[src/rtl/decode_queue_if.sv]
// rtl/decode_queue_if.sv - fetch/dispatch handshake bundle for decode_queue
// Purpose: groups the fetch-side enqueue channel and the dispatch-side decoded slot.
// Ports (slave = queue view):
//   in_valid/in_ready/in_inst/in_pc/in_pred_taken  fetch entry handshake
//   in_flush                                       discard all queued state
//   out_valid/out_ready                            decoded slot handshake
//   out_unit/out_funct3/out_funct7b5/out_rs1/out_rs2/out_rd/out_imm/out_pc/out_pred_taken/out_inst
//                                                  decoded slot contents
interface decode_queue_if #(
  parameter int XLEN = 32
);
  logic            in_valid;
  logic            in_ready;
  logic [31:0]     in_inst;
  logic [XLEN-1:0] in_pc;
  logic            in_pred_taken;
  logic            in_flush;
  logic            out_valid;
  logic            out_ready;
  logic [1:0]      out_unit;
  logic [2:0]      out_funct3;
  logic            out_funct7b5;
  logic [4:0]      out_rs1;
  logic [4:0]      out_rs2;
  logic [4:0]      out_rd;
  logic [XLEN-1:0] out_imm;
  logic [XLEN-1:0] out_pc;
  logic            out_pred_taken;
  logic [31:0]     out_inst;

  modport slave (
    input  in_valid, in_inst, in_pc, in_pred_taken, in_flush, out_ready,
    output in_ready, out_valid, out_unit, out_funct3, out_funct7b5,
           out_rs1, out_rs2, out_rd, out_imm, out_pc, out_pred_taken, out_inst
  );

  modport master (
    output in_valid, in_inst, in_pc, in_pred_taken, in_flush, out_ready,
    input  in_ready, out_valid, out_unit, out_funct3, out_funct7b5,
           out_rs1, out_rs2, out_rd, out_imm, out_pc, out_pred_taken, out_inst
  );
endinterface

[src/rtl/decode_queue.sv]
// rtl/decode_queue.sv - buffered RV32I fetch-to-dispatch decode stage
// Purpose: DEPTH-entry circular FIFO of {inst, pc, pred_taken} feeding one
//   registered decoded output slot; unit classification and illegal detection.
// Ports:
//   clk  clock, all state on posedge
//   rst  synchronous active-high reset
//   q    decode_queue_if.slave: fetch handshake, flush, decoded slot handshake
module decode_queue #(
  parameter int DEPTH = 8,
  parameter int XLEN  = 32
) (
  input  logic          clk,
  input  logic          rst,
  decode_queue_if.slave q
);
  localparam int              PTR_W   = $clog2(DEPTH);
  localparam logic [PTR_W:0]  FULL    = (PTR_W+1)'(DEPTH);
  localparam logic [PTR_W-1:0] PTR_ONE = PTR_W'(1);
  localparam logic [PTR_W:0]  CNT_ONE = (PTR_W+1)'(1);

  localparam logic [1:0] UNIT_ALU     = 2'd0;
  localparam logic [1:0] UNIT_BRANCH  = 2'd1;
  localparam logic [1:0] UNIT_LSQ     = 2'd2;
  localparam logic [1:0] UNIT_ILLEGAL = 2'd3;

  localparam logic [6:0] OPC_LUI    = 7'b0110111;
  localparam logic [6:0] OPC_AUIPC  = 7'b0010111;
  localparam logic [6:0] OPC_JAL    = 7'b1101111;
  localparam logic [6:0] OPC_JALR   = 7'b1100111;
  localparam logic [6:0] OPC_BRANCH = 7'b1100011;
  localparam logic [6:0] OPC_LOAD   = 7'b0000011;
  localparam logic [6:0] OPC_STORE  = 7'b0100011;
  localparam logic [6:0] OPC_OPIMM  = 7'b0010011;
  localparam logic [6:0] OPC_OP     = 7'b0110011;

  typedef struct packed {
    logic [31:0]     inst;
    logic [XLEN-1:0] pc;
    logic            pred_taken;
  } entry_t;

  typedef struct packed {
    logic [1:0]      unit;
    logic [2:0]      funct3;
    logic            funct7b5;
    logic [4:0]      rs1;
    logic [4:0]      rs2;
    logic [4:0]      rd;
    logic [XLEN-1:0] imm;
    logic [XLEN-1:0] pc;
    logic            pred_taken;
    logic [31:0]     inst;
  } dec_t;

  entry_t           mem_q [DEPTH];
  logic [PTR_W-1:0] wr_ptr_q, wr_ptr_d;
  logic [PTR_W-1:0] rd_ptr_q, rd_ptr_d;
  logic [PTR_W:0]   count_q, count_d;
  logic             out_valid_q, out_valid_d;
  dec_t             dec_q, dec_d;

  entry_t           head;
  dec_t             head_dec;
  logic             push, pop;
  logic [XLEN-1:0]  imm_i, imm_s, imm_b, imm_u, imm_j;

  assign q.in_ready = (count_q != FULL);
  assign push       = q.in_valid && q.in_ready && !q.in_flush;
  // The slot refills from the head whenever it is empty or being consumed.
  assign pop        = (count_q != '0) && (!out_valid_q || q.out_ready) && !q.in_flush;
  assign head       = mem_q[rd_ptr_q];

  assign imm_i = XLEN'($signed(head.inst[31:20]));
  assign imm_s = XLEN'($signed({head.inst[31:25], head.inst[11:7]}));
  assign imm_b = XLEN'($signed({head.inst[31], head.inst[7], head.inst[30:25], head.inst[11:8], 1'b0}));
  assign imm_u = XLEN'($signed({head.inst[31:12], 12'b0}));
  assign imm_j = XLEN'($signed({head.inst[31], head.inst[19:12], head.inst[20], head.inst[30:21], 1'b0}));

  always_comb begin
    head_dec            = '0;
    head_dec.unit       = UNIT_ILLEGAL;
    head_dec.pc         = head.pc;
    head_dec.pred_taken = head.pred_taken;
    head_dec.inst       = head.inst;
    case (head.inst[6:0])
      OPC_LUI, OPC_AUIPC: begin
        head_dec.unit = UNIT_ALU;
        head_dec.rd   = head.inst[11:7];
        head_dec.imm  = imm_u;
      end
      OPC_JAL: begin
        head_dec.unit = UNIT_BRANCH;
        head_dec.rd   = head.inst[11:7];
        head_dec.imm  = imm_j;
      end
      OPC_JALR: begin
        head_dec.unit   = UNIT_BRANCH;
        head_dec.rd     = head.inst[11:7];
        head_dec.rs1    = head.inst[19:15];
        head_dec.funct3 = head.inst[14:12];
        head_dec.imm    = imm_i;
      end
      OPC_BRANCH: begin
        head_dec.unit   = UNIT_BRANCH;
        head_dec.rs1    = head.inst[19:15];
        head_dec.rs2    = head.inst[24:20];
        head_dec.funct3 = head.inst[14:12];
        head_dec.imm    = imm_b;
      end
      OPC_LOAD: begin
        head_dec.unit   = UNIT_LSQ;
        head_dec.rd     = head.inst[11:7];
        head_dec.rs1    = head.inst[19:15];
        head_dec.funct3 = head.inst[14:12];
        head_dec.imm    = imm_i;
      end
      OPC_STORE: begin
        head_dec.unit   = UNIT_LSQ;
        head_dec.rs1    = head.inst[19:15];
        head_dec.rs2    = head.inst[24:20];
        head_dec.funct3 = head.inst[14:12];
        head_dec.imm    = imm_s;
      end
      OPC_OPIMM: begin
        head_dec.unit   = UNIT_ALU;
        head_dec.rd     = head.inst[11:7];
        head_dec.rs1    = head.inst[19:15];
        head_dec.funct3 = head.inst[14:12];
        // Shifts carry a 5-bit shamt; only SRAI/SRLI distinguish via bit 30.
        if (head.inst[14:12] == 3'b001 || head.inst[14:12] == 3'b101) begin
          head_dec.imm = XLEN'(head.inst[24:20]);
        end else begin
          head_dec.imm = imm_i;
        end
        head_dec.funct7b5 = (head.inst[14:12] == 3'b101) && head.inst[30];
      end
      OPC_OP: begin
        head_dec.unit     = UNIT_ALU;
        head_dec.rd       = head.inst[11:7];
        head_dec.rs1      = head.inst[19:15];
        head_dec.rs2      = head.inst[24:20];
        head_dec.funct3   = head.inst[14:12];
        head_dec.funct7b5 = head.inst[30];
      end
      default: ;
    endcase
  end

  always_comb begin
    wr_ptr_d    = wr_ptr_q;
    rd_ptr_d    = rd_ptr_q;
    count_d     = count_q;
    out_valid_d = out_valid_q;
    dec_d       = dec_q;
    if (q.in_flush) begin
      // Decoded data regs keep their contents; only validity is dropped.
      wr_ptr_d    = '0;
      rd_ptr_d    = '0;
      count_d     = '0;
      out_valid_d = 1'b0;
    end else begin
      if (push) begin
        wr_ptr_d = wr_ptr_q + PTR_ONE;
      end
      if (pop) begin
        rd_ptr_d    = rd_ptr_q + PTR_ONE;
        dec_d       = head_dec;
        out_valid_d = 1'b1;
      end else if (q.out_ready) begin
        out_valid_d = 1'b0;
      end
      case ({push, pop})
        2'b10:   count_d = count_q + CNT_ONE;
        2'b01:   count_d = count_q - CNT_ONE;
        default: ;
      endcase
    end
  end

  always_ff @(posedge clk) begin
    if (rst) begin
      wr_ptr_q    <= '0;
      rd_ptr_q    <= '0;
      count_q     <= '0;
      out_valid_q <= 1'b0;
      dec_q       <= '0;
    end else begin
      wr_ptr_q    <= wr_ptr_d;
      rd_ptr_q    <= rd_ptr_d;
      count_q     <= count_d;
      out_valid_q <= out_valid_d;
      dec_q       <= dec_d;
    end
  end

  // Storage array needs no reset: entries are only read behind a nonzero count.
  always_ff @(posedge clk) begin
    if (push) begin
      mem_q[wr_ptr_q] <= '{inst: q.in_inst, pc: q.in_pc, pred_taken: q.in_pred_taken};
    end
  end

  assign q.out_valid      = out_valid_q;
  assign q.out_unit       = dec_q.unit;
  assign q.out_funct3     = dec_q.funct3;
  assign q.out_funct7b5   = dec_q.funct7b5;
  assign q.out_rs1        = dec_q.rs1;
  assign q.out_rs2        = dec_q.rs2;
  assign q.out_rd         = dec_q.rd;
  assign q.out_imm        = dec_q.imm;
  assign q.out_pc         = dec_q.pc;
  assign q.out_pred_taken = dec_q.pred_taken;
  assign q.out_inst       = dec_q.inst;
endmodule

[src/flat_wrapper.sv]
// flat-port wrapper written by rule: the top's interface ports become plain ports
module decode_queue_flat 
#(
  parameter int DEPTH = 8,
  parameter int XLEN  = 32
)
  (clk, rst, q_in_valid, q_in_inst, q_in_pc, q_in_pred_taken, q_in_flush, q_out_ready, q_in_ready, q_out_valid, q_out_unit, q_out_funct3, q_out_funct7b5, q_out_rs1, q_out_rs2, q_out_rd, q_out_imm, q_out_pc, q_out_pred_taken, q_out_inst);
  decode_queue_if #(.XLEN(XLEN)) q_i ();
  input  logic clk;
  input  logic rst;
  input wire logic [$bits(q_i.in_valid)-1:0] q_in_valid;
  input wire logic [$bits(q_i.in_inst)-1:0] q_in_inst;
  input wire logic [$bits(q_i.in_pc)-1:0] q_in_pc;
  input wire logic [$bits(q_i.in_pred_taken)-1:0] q_in_pred_taken;
  input wire logic [$bits(q_i.in_flush)-1:0] q_in_flush;
  input wire logic [$bits(q_i.out_ready)-1:0] q_out_ready;
  output wire logic [$bits(q_i.in_ready)-1:0] q_in_ready;
  output wire logic [$bits(q_i.out_valid)-1:0] q_out_valid;
  output wire logic [$bits(q_i.out_unit)-1:0] q_out_unit;
  output wire logic [$bits(q_i.out_funct3)-1:0] q_out_funct3;
  output wire logic [$bits(q_i.out_funct7b5)-1:0] q_out_funct7b5;
  output wire logic [$bits(q_i.out_rs1)-1:0] q_out_rs1;
  output wire logic [$bits(q_i.out_rs2)-1:0] q_out_rs2;
  output wire logic [$bits(q_i.out_rd)-1:0] q_out_rd;
  output wire logic [$bits(q_i.out_imm)-1:0] q_out_imm;
  output wire logic [$bits(q_i.out_pc)-1:0] q_out_pc;
  output wire logic [$bits(q_i.out_pred_taken)-1:0] q_out_pred_taken;
  output wire logic [$bits(q_i.out_inst)-1:0] q_out_inst;
  assign q_i.in_valid = q_in_valid;
  assign q_i.in_inst = q_in_inst;
  assign q_i.in_pc = q_in_pc;
  assign q_i.in_pred_taken = q_in_pred_taken;
  assign q_i.in_flush = q_in_flush;
  assign q_i.out_ready = q_out_ready;
  assign q_in_ready = q_i.in_ready;
  assign q_out_valid = q_i.out_valid;
  assign q_out_unit = q_i.out_unit;
  assign q_out_funct3 = q_i.out_funct3;
  assign q_out_funct7b5 = q_i.out_funct7b5;
  assign q_out_rs1 = q_i.out_rs1;
  assign q_out_rs2 = q_i.out_rs2;
  assign q_out_rd = q_i.out_rd;
  assign q_out_imm = q_i.out_imm;
  assign q_out_pc = q_i.out_pc;
  assign q_out_pred_taken = q_i.out_pred_taken;
  assign q_out_inst = q_i.out_inst;
  decode_queue #(.DEPTH(DEPTH), .XLEN(XLEN)) u_core (.clk(clk), .rst(rst), .q(q_i));
endmodule
[config.mk]
export PLATFORM = sky130hd
export DESIGN_NAME = decode_queue_flat
export DESIGN_NICKNAME = d
export VERILOG_FILES = /design/src/rtl/decode_queue_if.sv /design/src/rtl/decode_queue.sv /design/src/flat_wrapper.sv
export SDC_FILE = /design/constraint.sdc
export NUM_CORES = 1
export LEC_CHECK = 0
export ABC_AREA = 1
export BUFFER_PORTS_ARGS = -buffer_cell sky130_fd_sc_hd__buf_4
export CORE_MARGIN = 5
export CORE_UTILIZATION = 40
export CTS_CLUSTER_DIAMETER = 40
export DETAILED_ROUTE_END_ITERATION = 12
export PLACE_DENSITY = 0.64
export SLEW_MARGIN = 25
export SYNTH_ARGS = -nofsm -noshare
export SYNTH_HDL_FRONTEND = slang
export SYNTH_SLANG_ARGS = --single-unit
export TNS_END_PERCENT = 20
[constraint.sdc]
create_clock -name clk -period 12 [get_ports clk]
set_input_delay 2.4 -clock clk [delete_from_list [all_inputs] [get_ports clk]]
set_output_delay 2.4 -clock clk [all_outputs]
set_load 0.05 [all_outputs]
# == After elaboration in Yosys (flattened, before gate mapping) ==
# Memory sizes are Yosys's and may differ from the RTL's. A register that Yosys moved wholly into a read port is not among the register bits.
# Index checks and enable logic that the tools add are counted.
# op_classes
addsub,4
eq_ne,14
mux,15
bitwise,1
n_reduce_logical,22
# op_table
cell,n
32-bit one-hot mux with 6 select lines,1
32-bit two-way mux,1
7-bit by 6-bit == test with 1-bit output (second input constant),3
7-bit == test (second input constant),3
5-bit two-way mux,3
7-bit by 5-bit == test with 1-bit output (second input constant),2
3-bit two-way mux,3
4-bit one-hot mux with 2 select lines,1
2-bit OR reduction,4
7-bit by 2-bit == test with 1-bit output (second input constant),1
7-bit OR reduction,1
3-bit by 1-bit adder with 3-bit output (second input constant),2
2-bit one-hot mux with 3 select lines,1
3-bit OR reduction,2
6-bit OR reduction,1
1-bit logical AND,5
4-bit by 1-bit adder with 4-bit output (second input constant),1
1-bit two-way mux,4
4-bit inequality test (second input constant),1
2-bit nonzero test,2
4-bit nonzero test,1
4-bit OR reduction,1
4-bit by 1-bit subtractor with 4-bit output (second input constant),1
3-bit by 1-bit == test with 1-bit output (second input constant),1
other kinds (8),10
# word_totals
reg_bits,129
ram_bits,520
output_inout_bits,120
memories,1
# memory_table
name,words,width,read_ports,rd_ports_with_merged_regs,wr,line,rtl
u_core.mem_q,8,65,1,1,1,decode_queue.sv:55,entry_t mem_q [DEPTH];

# == Logic depth before layout (Yosys ltp) ==
# Gate-level depths: netlist (run 1).
# logic_depth
ltp_word,6
ltp_mapped,19

# == Worst setup path before layout (run 1) ==
# Ideal clock, no wire load.
# synth_path
kind,in2reg
startpoint,input port q_in_flush
endpoint,memory u_core.mem_q[0][0] (netlist name) (enable)
setup_ns,0.488
arrival_ns,5.689
path_slack_ns,5.822
path_stages,4
cell_sequence,inv_1 > nand3_1 > or2_2 > nor2_1
# synth_between
elab_chain_len,4
# synth_lines
element,line,rtl
from (decl),flat_wrapper.sv:15,input wire logic [$bits(q_i.in_flush)-1:0] q_in_flush;
1-bit zero test,decode_queue.sv:68,assign push = q.in_valid && q.in_ready && !q.in_flush;
1-bit logical AND,decode_queue.sv:68,
1-bit two-way mux,decode_queue.sv:198,if (push) begin
1-bit two-way mux (not written as such),decode_queue.sv:199,"mem_q[wr_ptr_q] <= '{inst: q.in_inst, pc: q.in_pc, pred_taken: q.in_pred_taken};"
to (decl),decode_queue.sv:55,
# Every way passes these cells.

# == Final worst setup path (run 1) ==
# layout_path
startpoint,input port q_in_flush
endpoint,memory u_core.mem_q[5][58] (netlist name) (enable)
# Same word-level chain as after synthesis.

==> results, run 1 <==
- The run finished with clean final reports.
- Synthesis produced 2221 cells.
- The cell sitting at the root of the clock tree is a clkbuf_16.
- The count of nets left with antenna violations once routing finished came out at 0.
- The HPWL after detailed placement is 35.9 mm.
- The final period utilization is 39.0%.
- The die covers 0.0694 mm2.
- After synthesis the cells add up to 0.0257 mm2.
- The final routed DRC violation total is 0.
- The number of nets in the synthesized netlist is 2297.
- The switching component of the power is 1210 uW.
- STA classifies the critical path startpoint as a primary input.
- The max-slew headroom at the worst pin is 30.6%.
- The routed length on met2 is 30.6 mm.
- After synthesis, the netlist uses 40 different library cells.
- The via-per-instance ratio is 5.21.
- The fraction of final layout cells with drive strength greater than 1 is 17.0%.
- The congestion estimate from routability-driven global placement came to 0.791.
- In this run the deepest clock path goes through 3 buffers.
- Among all stages on the critical path, the largest delay is contributed by nor2_4.
- Input and output buffers added on the ports amount to 189.
- The uppermost layer routed is met5.
- The first-iteration detailed-routing DRC count is 1397.
- STA puts the critical path data arrival time at 4.90 ns.
- The height of the die is 263 um.
- The fraction of the yosys area taken by sequential cells is 71.1%.
- Ranked by total cell area, the synthesized netlist is headed by edfxtp_1 (61%), dfxtp_1 (10%), nand2_1 (5.8%).
- The upper clock frequency limit is 214 MHz.
- Summing all non-filler instances in the final layout gives an area of 0.0306 mm2.
- The insertion delay of the later-clocked pin in the worst-skew pair is 0.62 ns.
- Wire segments on met3 add up to 4.48 mm in the final route.
- The clock-pin transition on the worst setup and hold timing paths is 0.05 ns.
- After global routing the overflow that remains totals 0.
- The number of global-route vias before repair was 16700.
- The min-delay analysis places its worst path in the category flip-flop to flip-flop.
- The endpoint of the worst register-to-register path is u_core.q.out_rd[0]$_SDFFE_PP0P_.
- The initial antenna violation count is 5.
- Between clock sinks in the finished design, the worst skew comes to 0.0308 ns.
- The tightest hold path in the finished design has a slack of 0.456 ns.
- On the critical path the largest part of the delay comes from simple AND/OR/NAND/NOR gates.
- TritonCTS built the clock tree.
- The core box area is 0.0640 mm2.
- The endpoint kind of the worst setup timing path is a flip-flop.
- The mean area per synthesized cell is 11.6 um2.
- Setup repair after global routing left no endpoint under its margin.
- From synthesis to final layout, the design area changed by 19.3%.
- Summed over all failing endpoints, the final setup total negative slack is 0 ns.
- The maximum single-stage delay on the critical path is 0.81 ns.
- The via count is 17200.
- In this run switching power makes up 22.9% of total power.
- For this design the top-level I/O count stands at 190.
- The number of max-slew violations in the final report came to 0.
- The number of resized instances in the post-cts repair step is 0.
- The post-place setup slack is 6.73 ns.
- The total of warnings raised by yosys is 0.
- Dividing total power by cell area gives a power density of 172 mW/mm2.
- The final layout contains 2455 nets.
- CTS built an H-tree with a depth of 3.
- The wire length of the first global-routing pass is 98.4 mm.
- Cells fill 47.9% of the core in the end.
- Yosys mapped a number of flops with a built-in enable equal to 520.
- The final critical delay including setup and external delays is 4.68 ns.
- Sorting the synthesized cells by how often they occur yields edfxtp_1 (520), nand2_1 (400), o21ai_0 (242), nor2_1 (241), dfxtp_1 (132).
- The worst-margin pin slew is 1.04 ns.
- The sequential power share is 47.2%.
- The quantity of hold-fixing buffers added after cts is 0.
- The number of instances on the worst hold path is 2.
- The average wire per cell in the routed design is 19.4 um.
- The buffers inserted during post-CTS setup optimization is 0.
- The standby leakage power is 0.0113 uW.
- The first-pass iteration count of the detailed router is 5.
- The combinational power share is 5.2%.
- After synthesis the netlist holds a flip-flop and latch count of 652.
- The starting density of the core is 40.2%.
- STA puts the critical path data required time at 12.22 ns.
- For this block, wires on met1 add up to 27.9 mm.
- The total of fill cells in the finished design is 5671.
- The maximum resistive drop on vdd is 0.0950 mV.
- The start point of the worst min-delay path is u_core.rd_ptr_q[2]$_SDFFE_PP0P_.
- The most common cell in the synthesized netlist is edfxtp_1.
- The internal power of the cells totals 4060 uW.
- Max-cap violations in this run came to 0.
- The cell count of the worst reg-to-reg path is 16.
- In this run, the clock network consumes 47.6% of the power.
- The critical-path maximum fanout is 42.
- The share of flip-flops with an asynchronous set or reset after synthesis is 0%.
- The final number of hold-violating endpoints was 0.
- In this run the cell area measured after placement is 0.0277 mm2.
- The TritonCTS buffer count is 84.
- The total global-route track usage is 17.9%.
- Traced cell by cell, the critical path runs through buf_4 -> inv_1 -> nand3_1 -> inv_1 -> nand2_1 -> nor2_4 -> buf_4.
- The overall routed net length is 64.0 mm.
- The most area-hungry cell type in the Yosys netlist is edfxtp_1.
- The setup slack of the most critical reg-to-reg path is 7.79 ns.
- The most used flip-flop cell after synthesis is edfxtp_1.
- The area share of the largest cell type after synthesis is 60.8%.
- Entering global routing, the biggest net connects 152 pins.
- In this run the core area contains 93 standard-cell rows.
- The width of the die is 263 um.
- The critical path class is primary input to flip-flop.
- Counting both buffers and inverters, the worst setup path holds a total of 4.
- Setup violations remaining at the end of the flow were counted as 0.
- The clock drives 652 sinks.
- Setup slack closes at 7.32 ns.
-- kinds of logic after synthesis --
logic type	count (synthesis)	share of synthesized area [%]
simple gates	766	12.3
flops	652	71.1
compound gates	534	11.7
buf+inv	261	4.55
fa+ha+maj	6	0.321
xor+xnor	1	0.0341
mux	1	0.0390
-- through the flow --
| step | cells | power [uW] |
|---|---|---|
| 2_1_floorplan | 2221 | 2700 |
| 3_3_place_gp | 3147 | 2800 |
| 3_5_place_dp | 3147 | 2810 |
| 4_1_cts | 3303 | 5320 |
| 5_1_grt | 3305 | 5450 |
| 6_report | 3308 | 5270 |
-- placed cells by master (no fill, tap or decap), drive strengths merged, types with 2 or more instances in the layout --
cell,n
bufinv,7
buf,214
nand2,412
o21a,3
a211oi,2
edfxtp,520
nand4,2
inv,137
a32oi,5
o22ai,57
a32o,7
a22o,2
nor2,245
clkinvlp,12
clkinv,22
a31oi,7
ha,5
o21ai,277
dfxtp,132
a21oi,139
diode,4
nand3,106
clkbuf,97
o221ai,33
-- tightest hold or removal path, stage by stage, from the launching register on --
cell and delay [ns]:
dfxtp_1 0.30, inv_1 0.05, a21oi_1 0.07
-- how the worst max path moves through the flow --
stage | from | endpoint | slack (ns) | cells past startpoint
after floorplan | q_in_flush | u_core.mem_q[0][0]$_DFFE_PP_ | 5.82 | 4
final | q_in_flush | u_core.mem_q[5][58]$_DFFE_PP_ | 7.32 | 7
after global placement | q_in_flush | u_core.mem_q[6][13]$_DFFE_PP_ | 6.76 | 6
after detailed placement | q_in_flush | u_core.mem_q[6][13]$_DFFE_PP_ | 6.73 | 6
after global routing | q_in_flush | u_core.mem_q[5][56]$_DFFE_PP_ | 7.18 | 7
after CTS | flip-flop | u_core.q.out_rd[1]$_SDFFE_PP0P_ | 7.36 | 15
-- area by class of cell --
class,count,area [um2],share of cell area [%]
Antenna cell,4,10.0,0.0327
Clock buffer,97,2230,7.26
Clock inverter,59,642,2.09
Inverter,119,460,1.50
Multi-Input combinational cell,1308,6340,20.7
Sequential cell,652,18300,59.6
Tap cell,855,1070,3.49
Timing Repair Buffer,214,1630,5.33
-- routing by layer --
metal	vias to the layer above	GRT usage, %
li1	8189	-
met1	8418	24.5
met2	523	28.8
met3	91	4.48
met4	4	4.39
met5	-	0
-- state kept, by name (all words and copies together), names as in the netlist, named ones only --
name and flops:
u_core.q.out_rs2 5, u_core.q.out_inst 32, u_core.q.out_rd 5, u_core.wr_ptr_q 3, u_core.q.out_rs1 5, u_core.q.out_imm 32
u_core.q.out_unit 2, u_core.q.out_funct3 3, u_core.q.out_pc 32, u_core.q.out_funct7b5 1, u_core.q.out_pred_taken 1, u_core.count_q 4
u_core.rd_ptr_q 3, u_core.q.out_valid 1, u_core.mem_q 520
-- power by group through the flow --
stage	combinational, uW	clock [uW]	sequential, uW
finish	272	2510	2490
global route	297	2660	2490
CTS	274	2560	2490
detailed placement	273	0	2530
global placement	268	0	2530
floorplan	111	0	2590
Power figures use the tool's default switching activity.
==> inputs of run 2 (changes only) <==
--- a/config.mk
+++ b/config.mk
@@ -5,13 +5,13 @@
 export SDC_FILE = /design/constraint.sdc
 export NUM_CORES = 1
 export LEC_CHECK = 0
-export ABC_AREA = 1
+export ABC_AREA = 0
 export BUFFER_PORTS_ARGS = -buffer_cell sky130_fd_sc_hd__buf_4
 export CORE_MARGIN = 5
 export CORE_UTILIZATION = 40
 export CTS_CLUSTER_DIAMETER = 40
 export DETAILED_ROUTE_END_ITERATION = 12
-export PLACE_DENSITY = 0.64
+export PLACE_DENSITY = 0.66
 export SLEW_MARGIN = 25
 export SYNTH_ARGS = -nofsm -noshare
 export SYNTH_HDL_FRONTEND = slang
==> constraint.sdc (replaced) <==
create_clock -name clk -period 4.2 [get_ports clk]
set_input_delay 0.84 -clock clk [delete_from_list [all_inputs] [get_ports clk]]
set_output_delay 0.84 -clock clk [all_outputs]
set_load 0.05 [all_outputs]
==> results, run 2 <==
- The flow ran to the end, and the final reports show no timing, DRC or antenna violations.
- The synthesized design contains 652 register bits.
- The endpoint of the worst register-to-register path is u_core.q.out_imm[24]$_SDFFE_PP0P_.
- The buffers inserted during post-CTS setup optimization is 0.
- For this block, the initial DRC count from the detailed router was 1017.
- The total global-route track usage is 17.2%.
- For this block, the routed nets add up to 57.9 mm of wire.
- Entering global routing, the biggest net connects 67 pins.
- The data arrival at the endpoint of the critical path is 3.79 ns.
- TritonCTS built the clock tree.
- The buffer cell driving the clock tree root is clkbuf_16.
- The quantity of hold-fixing buffers added after cts is 0.
- The HPWL after detailed placement is 34.5 mm.
- Of all cell types, the one taking the most synthesized area is edfxtp_1.
- The core box area is 0.0606 mm2.
- Dividing the detail-routed via count by the number of cells gives 5.43.
- The upper clock frequency limit is 309 MHz.
- For the worst flop-to-flop path, the logic depth is 7.
- The library cell used most frequently in the layout, excluding fill and tap cells, is edfxtp_1.
- The final weighted congestion in routability-driven placement is 0.808.
- The number of top-level design ports is 190.
- In this run the deepest clock path goes through 3 buffers.
- Synthesis produced 1349 cells.
- Each instance of the synthesized netlist takes up on average 18.2 um2.
- After synthesis, flip-flops and latches occupy 74.4% of the total area.
- After filler insertion, the fill cell instance count of the layout stands at 4953.
- After synthesis, the netlist uses 64 different library cells.
- The initial antenna violation count is 2.
- Across all layers, the routed design uses 13100 vias.
- The post-route antenna net violation count is 0.
- The number of global-route vias before repair is 13600.
- The data required time at the worst endpoint is 4.75 ns.
- Counting flops with an async set or reset pin after synthesis yields a share of 0%.
- The endpoint kind of the worst setup timing path is a flip-flop.
- The number of max-slew violations in the final report is 0.
- The synthesized design contains 520 enable-type register cells.
- The library cells used most frequently in the layout, excluding fill and tap cells, are edfxtp_1 (520), buf_4 (208), dfxtp_1 (129).
- The cell area after synthesis is 0.0245 mm2.
- The number of nets in the layout is 1648.
- IR analysis of the VDD net gives a maximum drop of 0.413 mV.
- The wire length of the first global-routing pass is 87.1 mm.
- In the synthesized netlist the dominant register cell turns out to be edfxtp_1.
- The width of the die is 258 um.
- Counting instances, the worst hold path has a depth of 1.
- Measured against its own limit, the worst slew margin works out to 36.1%.
- Counting every sink on the clock net gives 652.
- The final routed DRC violation total is 0.
- In this run the power density over the cells is 492 mW/mm2.
- For this design the static power due to leakage is 0.00983 uW.
- The die covers 0.0664 mm2.
- Port buffering added 189 buffers.
- The element type at the critical path start is a flip-flop.
- Relative to the synthesized area, the layout overhead comes to 21.6%.
- The worst clock skew on the final layout is 0.0239 ns.
- The worst min-delay path endpoint is u_core.mem_q[0][11]$_DFFE_PP_.
- The register with the most flip-flops in the layout has 520 of them.
- The clock-pin transition on the worst setup and hold timing paths is 0.06 ns.
- The final period utilization is 77.2%.
- The number of nets in the synthesized netlist is 1425.
- TritonCTS created 81 clock buffers.
- Yosys instantiated no cell more often than edfxtp_1.
- After detailed placement, the total cell area comes to 0.0270 mm2.
- The final standard cell area without fillers is 0.0298 mm2.
- The number of gates resized after CTS was 0.
- The final number of hold-violating endpoints is 0.
- The insertion delay of the later-clocked pin in the worst-skew pair is 0.62 ns.
- The worst hold path begins at q_in_pc[10].
- For flop-to-flop paths, the worst setup slack is 0.96 ns.
- The worst hold path belongs to the class primary input to flip-flop.
- Ranked by flip-flop count, first place goes to u_core.mem_q.
- In this run the worst path has a maximum fanout of 25.
- The number of H-tree branching levels is 3.
- At the pin with the least slew margin, the transition time is 0.959 ns.
- The post-route netlist has 31.3% of its cells at a drive strength greater than 1.
- The critical path class is flip-flop to flip-flop.
- During synthesis, Yosys emitted a total of 0 warnings.
- The pre-antenna-repair detailed-routing pass consisted of 5 iterations.
- Setup repair after global routing left no endpoint under its margin.
- The total number of placement rows is 90.
- The synthesized design devotes to its leading area cell type 63.6% of total area.
- By area the synthesized netlist is led by edfxtp_1 (64%), mux4_2 (11%), dfxtp_1 (11%).
- Across the run, the number of max-cap violations was 0.
- Global routing finished with a remaining overflow of 0.
- The initial utilization of the core area, before any placement, comes to 40.5%.
- The post-route total power is 14700 uW.
- In the final routed layout, each cell accounts on average for 23.9 um.
- By count the netlist is led by edfxtp_1 (520), dfxtp_1 (132), mux4_2 (122), nor2_1 (112), nand2_1 (106).
- In this run the vertical extent of the chip is 258 um.
- After layout, the minimum clock period comes to 3.24 ns.
- Setup violations remaining at the end of the flow were counted as 0.
==> run 2: worst max-delay path by stage <==
| stage | startpoint | endpoint | slack (ns) | cells past startpoint |
|---|---|---|---|---|
| final | flip-flop | u_core.q.out_imm[24]$_SDFFE_PP0P_ | 0.96 | 7 |
| after floorplan | q_in_valid | u_core.mem_q[2][0]$_DFFE_PP_ | -0.33 | 3 |
| after CTS | flip-flop | u_core.q.out_imm[24]$_SDFFE_PP0P_ | 0.94 | 6 |
| after global placement | flip-flop | u_core.q.out_imm[24]$_SDFFE_PP0P_ | 1.02 | 6 |
| after detailed placement | flip-flop | u_core.q.out_imm[24]$_SDFFE_PP0P_ | 0.97 | 6 |
| after global routing | flip-flop | u_core.q.out_imm[31]$_SDFFE_PP0P_ | 0.66 | 7 |
==> run 2: critical path: stages (launching register included) <==
cell	delay, ns
dfxtp_4	0.58
buf_4	0.51
mux4_2	0.37
nand4b_1	0.12
and2_1	0.25
nor4_1	0.55
and4b_1	0.56
a221o_1	0.22
==> run 2: layout make-up <==
cell class                 count  area, um2  share of cell area [%]
inverter                      17       66.3                   0.222
timing repair buffer         221       1820                    6.10
clock buffer                 100       2200                    7.38
tap                          782        978                    3.28
sequential                   652      18300                    61.2
antenna                        1       2.50                 0.00839
multi-input combinational    599       5910                    19.8
clock inverter                51        586                    1.96
==> run 2: per-stage QoR <==
stage | util [%] | TNS [ns] | hold WS [ns] | cells | worst slack, ns
after floorplan | - | -106.07 | 0.454 | 1349 | -0.333
after global placement | 44.6 | 0 | 0.446 | 2271 | 1.02
after detailed placement | 44.6 | 0 | 0.452 | 2271 | 0.966
after CTS | 49.3 | 0 | 0.409 | 2422 | 0.940
after global routing | 49.3 | 0 | 0.424 | 2422 | 0.658
final | 49.3 | 0 | 0.451 | 2423 | 0.959
==> run 2: logic make-up (layout without fill, tap and decap cells) <==
family,count (synthesis),after routing,share of synthesized area [%]
AOI/OAI and AO/OA,160,160,5.01
xor gates and xnor gates,6,6,0.214
adders and majority gates,6,6,0.336
buffers and inverters,98,389,1.82
DFF,652,652,74.4
muxes,168,168,13.7
other,0,1,0
and+or+nand+nor,259,259,4.48
==> run 2: layer usage <==
metal | part of all wire (%) | global-route usage [%]
met2 | 48 | 28.0
met3 | 7.2 | 4.48
met1 | 43 | 23.4
met4 | 1.9 | 4.54
met5 | 0.022 | 0
==> run 2: power by group <==
| part | leakage, uW | internal, uW | total, uW | switching, uW |
|---|---|---|---|---|
| registers | 0.00577 | 7040 | 7080 | 36.6 |
| clock network | 0.00134 | 4290 | 7010 | 2720 |
| logic | 0.00272 | 196 | 588 | 391 |
==> inputs of run 3 (changes only) <==
--- a/config.mk
+++ b/config.mk
@@ -5,7 +5,7 @@
 export SDC_FILE = /design/constraint.sdc
 export NUM_CORES = 1
 export LEC_CHECK = 0
-export ABC_AREA = 0
+export ABC_AREA = 1
 export BUFFER_PORTS_ARGS = -buffer_cell sky130_fd_sc_hd__buf_4
 export CORE_MARGIN = 5
 export CORE_UTILIZATION = 40
==> constraint.sdc (replaced) <==
create_clock -name clk -period 2.6 [get_ports clk]
set_input_delay 0.52 -clock clk [delete_from_list [all_inputs] [get_ports clk]]
set_output_delay 0.52 -clock clk [all_outputs]
set_load 0.05 [all_outputs]
==> results, run 3 (same netlist as run 1, synthesis figures left out) <==
- Across all setup checks in the final design, the least slack found is 0.157 ns.
- Leaving out fill and tap cells, the most frequent cell in the layout is edfxtp_1.
- IR analysis of the VDD net gives a maximum drop of 0.605 mV.
- The routed layout has 17700 vias.
- Clock-pin slew was measured on the worst setup and hold paths at 0.06 ns.
- The final standard cell area without fillers is 0.0315 mm2.
- The TritonCTS buffer count is 87.
- Timing analysis after detailed placement gives a worst setup slack of 0.0277 ns.
- In this run the core area contains 93 standard-cell rows.
- The number of global-route vias before repair is 17500.
- The cell area after placement is 0.0284 mm2.
- Pin placement for this block handled 190 I/O pins.
- The count of buffers inserted at the top-level ports is 189.
- TritonCTS built the clock tree.
- In the routed design, unresolved DRC markers number 0.
- Summed over all cells, the static leakage comes to 0.0117 uW.
- Along the worst path, the maximum fanout reaches 14.
- The data required time at the worst endpoint is 3.15 ns.
- The total overflow left after global routing is 0.
- The first routing iteration left 1654 violations.
- The post-route antenna net violation count is 0.
- The maximum single-stage delay on the critical path is 0.42 ns.
- The area growth from synthesis to layout is 22.6%.
- The final weighted congestion in routability-driven placement is 0.818.
- The element type at the critical path start is a flip-flop.
- The number of placed cells counting well taps is 3184.
- The insertion delay of the later-clocked pin in the worst-skew pair is 0.64 ns.
- The clock tree synthesis step divided the H-tree into 3 levels.
- In the layout the commonest cells are edfxtp_1 (520), nand2_1 (399), o21ai_0 (242).
- Clock skew on the completed layout was measured at 0.0232 ns.
- The clock net sink count is 652.
- Data on the critical path arrives at its endpoint at 2.99 ns.
- Setup violations remaining at the end of the flow were counted as 0.
- The most used cell along the critical path is nand2_1.
- Power comes to 25200 uW.
- The final critical path takes up 94.0% of the cycle.
- The core box area is 0.0640 mm2.
- Summed over all layers, the routed wires come to 66.6 mm.
- The power per unit of standard cell area is 799 mW/mm2.
- The slowest stage of the critical path is the dfxtp_4 cell.
- The number of buffers and inverters on the critical path is 2.
- The number of nets in the layout is 2497.
- The number of max-slew violations in the final report is 0.
- The first global-routing pass estimated 102 mm of wire.
- For this run, the detailed router's first-pass iteration total came to 8.
- The width of the die is 263 um.
- The final number of hold-violating endpoints came to 0.
- The final critical delay including setup and external delays is 2.44 ns.
- Setup repair after global routing could not meet its margin everywhere.
- The average wire per cell in the routed design is 19.8 um.
- Static timing analysis puts the maximum clock frequency at 409 MHz.
- Measured along the y axis, the die boundary spans 263 um.
- In this run the worst hold path is classified as primary input to flip-flop.
- The fraction of final layout cells with drive strength greater than 1 is 18.6%.
- The run finished with clean final reports.
- The tree is rooted in a clkbuf_16.
- The total global-route track usage is 18.6%.
- STA classifies the critical path endpoint as a flip-flop.
- The buffer levels on the longest clock path is 3.
- The cell family with the largest share of critical-path delay is simple AND/OR/NAND/NOR gates.
- The critical path class is flip-flop to flip-flop.
- The floorplan step defined a die boundary enclosing 0.0694 mm2.
- u_core.mem_q holds more flip-flops than any other register.
- The worst-margin pin slew is 0.778 ns.
- The worst pin sits at a relative slew slack of 48.1%.
- The starting density of the core is 40.2%.
- The setup slack of the most critical reg-to-reg path is 0.16 ns.
- The number of flip-flops in the largest register is 520.
- The HPWL after detailed placement is 39.5 mm.
- The initial antenna violation count was 10.
- Dividing the detail-routed via count by the number of cells gives 5.27.
- Excluding fillers, the count of instances in the completed layout stands at 3355.
- The maximum number of pins on one net before global-route repair is 134.
- Across the run, the number of max-cap violations was 0.
- In the final timing run, aggregate negative setup slack is 0 ns.
- The signal on the critical path passes through buf_4 -> nand3_1 -> nand2_1 -> nand2_1 -> nand2_1 -> nand2_2 -> nor2_1 -> nand3_1 -> o21ai_0 -> inv_1 -> nand3_2 -> nand2_1 -> a21oi_2.
==> run 3: where the power goes <==
part / leakage [uW] / total [uW] / internal (uW) / switching (uW)
clock network: 0.00150 / 12400 / 7720 / 4650
logic: 0.00445 / 1310 / 374 / 937
registers: 0.00577 / 11500 / 11400 / 68.1
total: 0.0117 / 25200 / 19500 / 5660
==> run 3: repair_timing <==
action | CTS | global route
setup buffers | 0 | 3
endpoints found under the setup margin | 0 | 38
gates resized for setup | 0 | 6
hold buffers | 0 | 0
==> run 3: area by class of cell <==
| cell class | instances | area (um2) |
|---|---|---|
| well taps | 855 | 1070 |
| multi-input cells | 1308 | 6350 |
| diodes | 7 | 17.5 |
| clock inverters | 59 | 749 |
| clock buffers | 102 | 2320 |
| flip-flops and latches | 652 | 18300 |
| repair buffers | 253 | 2260 |
| fillers | 5610 | 32500 |
| inverters | 119 | 462 |
==> run 3: routing by layer <==
| metal | part of all wire, % | global-route usage [%] |
|---|---|---|
| met3 | 8.1 | 4.88 |
| met4 | 3.1 | 7.09 |
| met2 | 47 | 29.7 |
| met5 | 0.069 | 0 |
| met1 | 42 | 24.6 |
==> run 3: final timing paths <==
check	cells past startpoint	startpoint	end
hold reg to reg	2	u_core.q.out_inst[12]$_SDFFE_PP0P_	u_core.q.out_inst[12]$_SDFFE_PP0P_
setup / recovery	13	flip-flop	u_core.q.out_imm[22]$_SDFFE_PP0P_
hold / removal	1	q_in_inst[19]	u_core.mem_q[7][52]$_DFFE_PP_
setup reg to reg	13	flip-flop	u_core.q.out_imm[22]$_SDFFE_PP0P_
==> run 3: per-stage QoR <==
stage	hold WS, ns	util [%]
global placement	0.437	44.3
CTS	0.0721	49.1
global route	0.0943	49.2
detailed placement	0.461	44.3
floorplan	0.433	-
finish	0.113	49.2
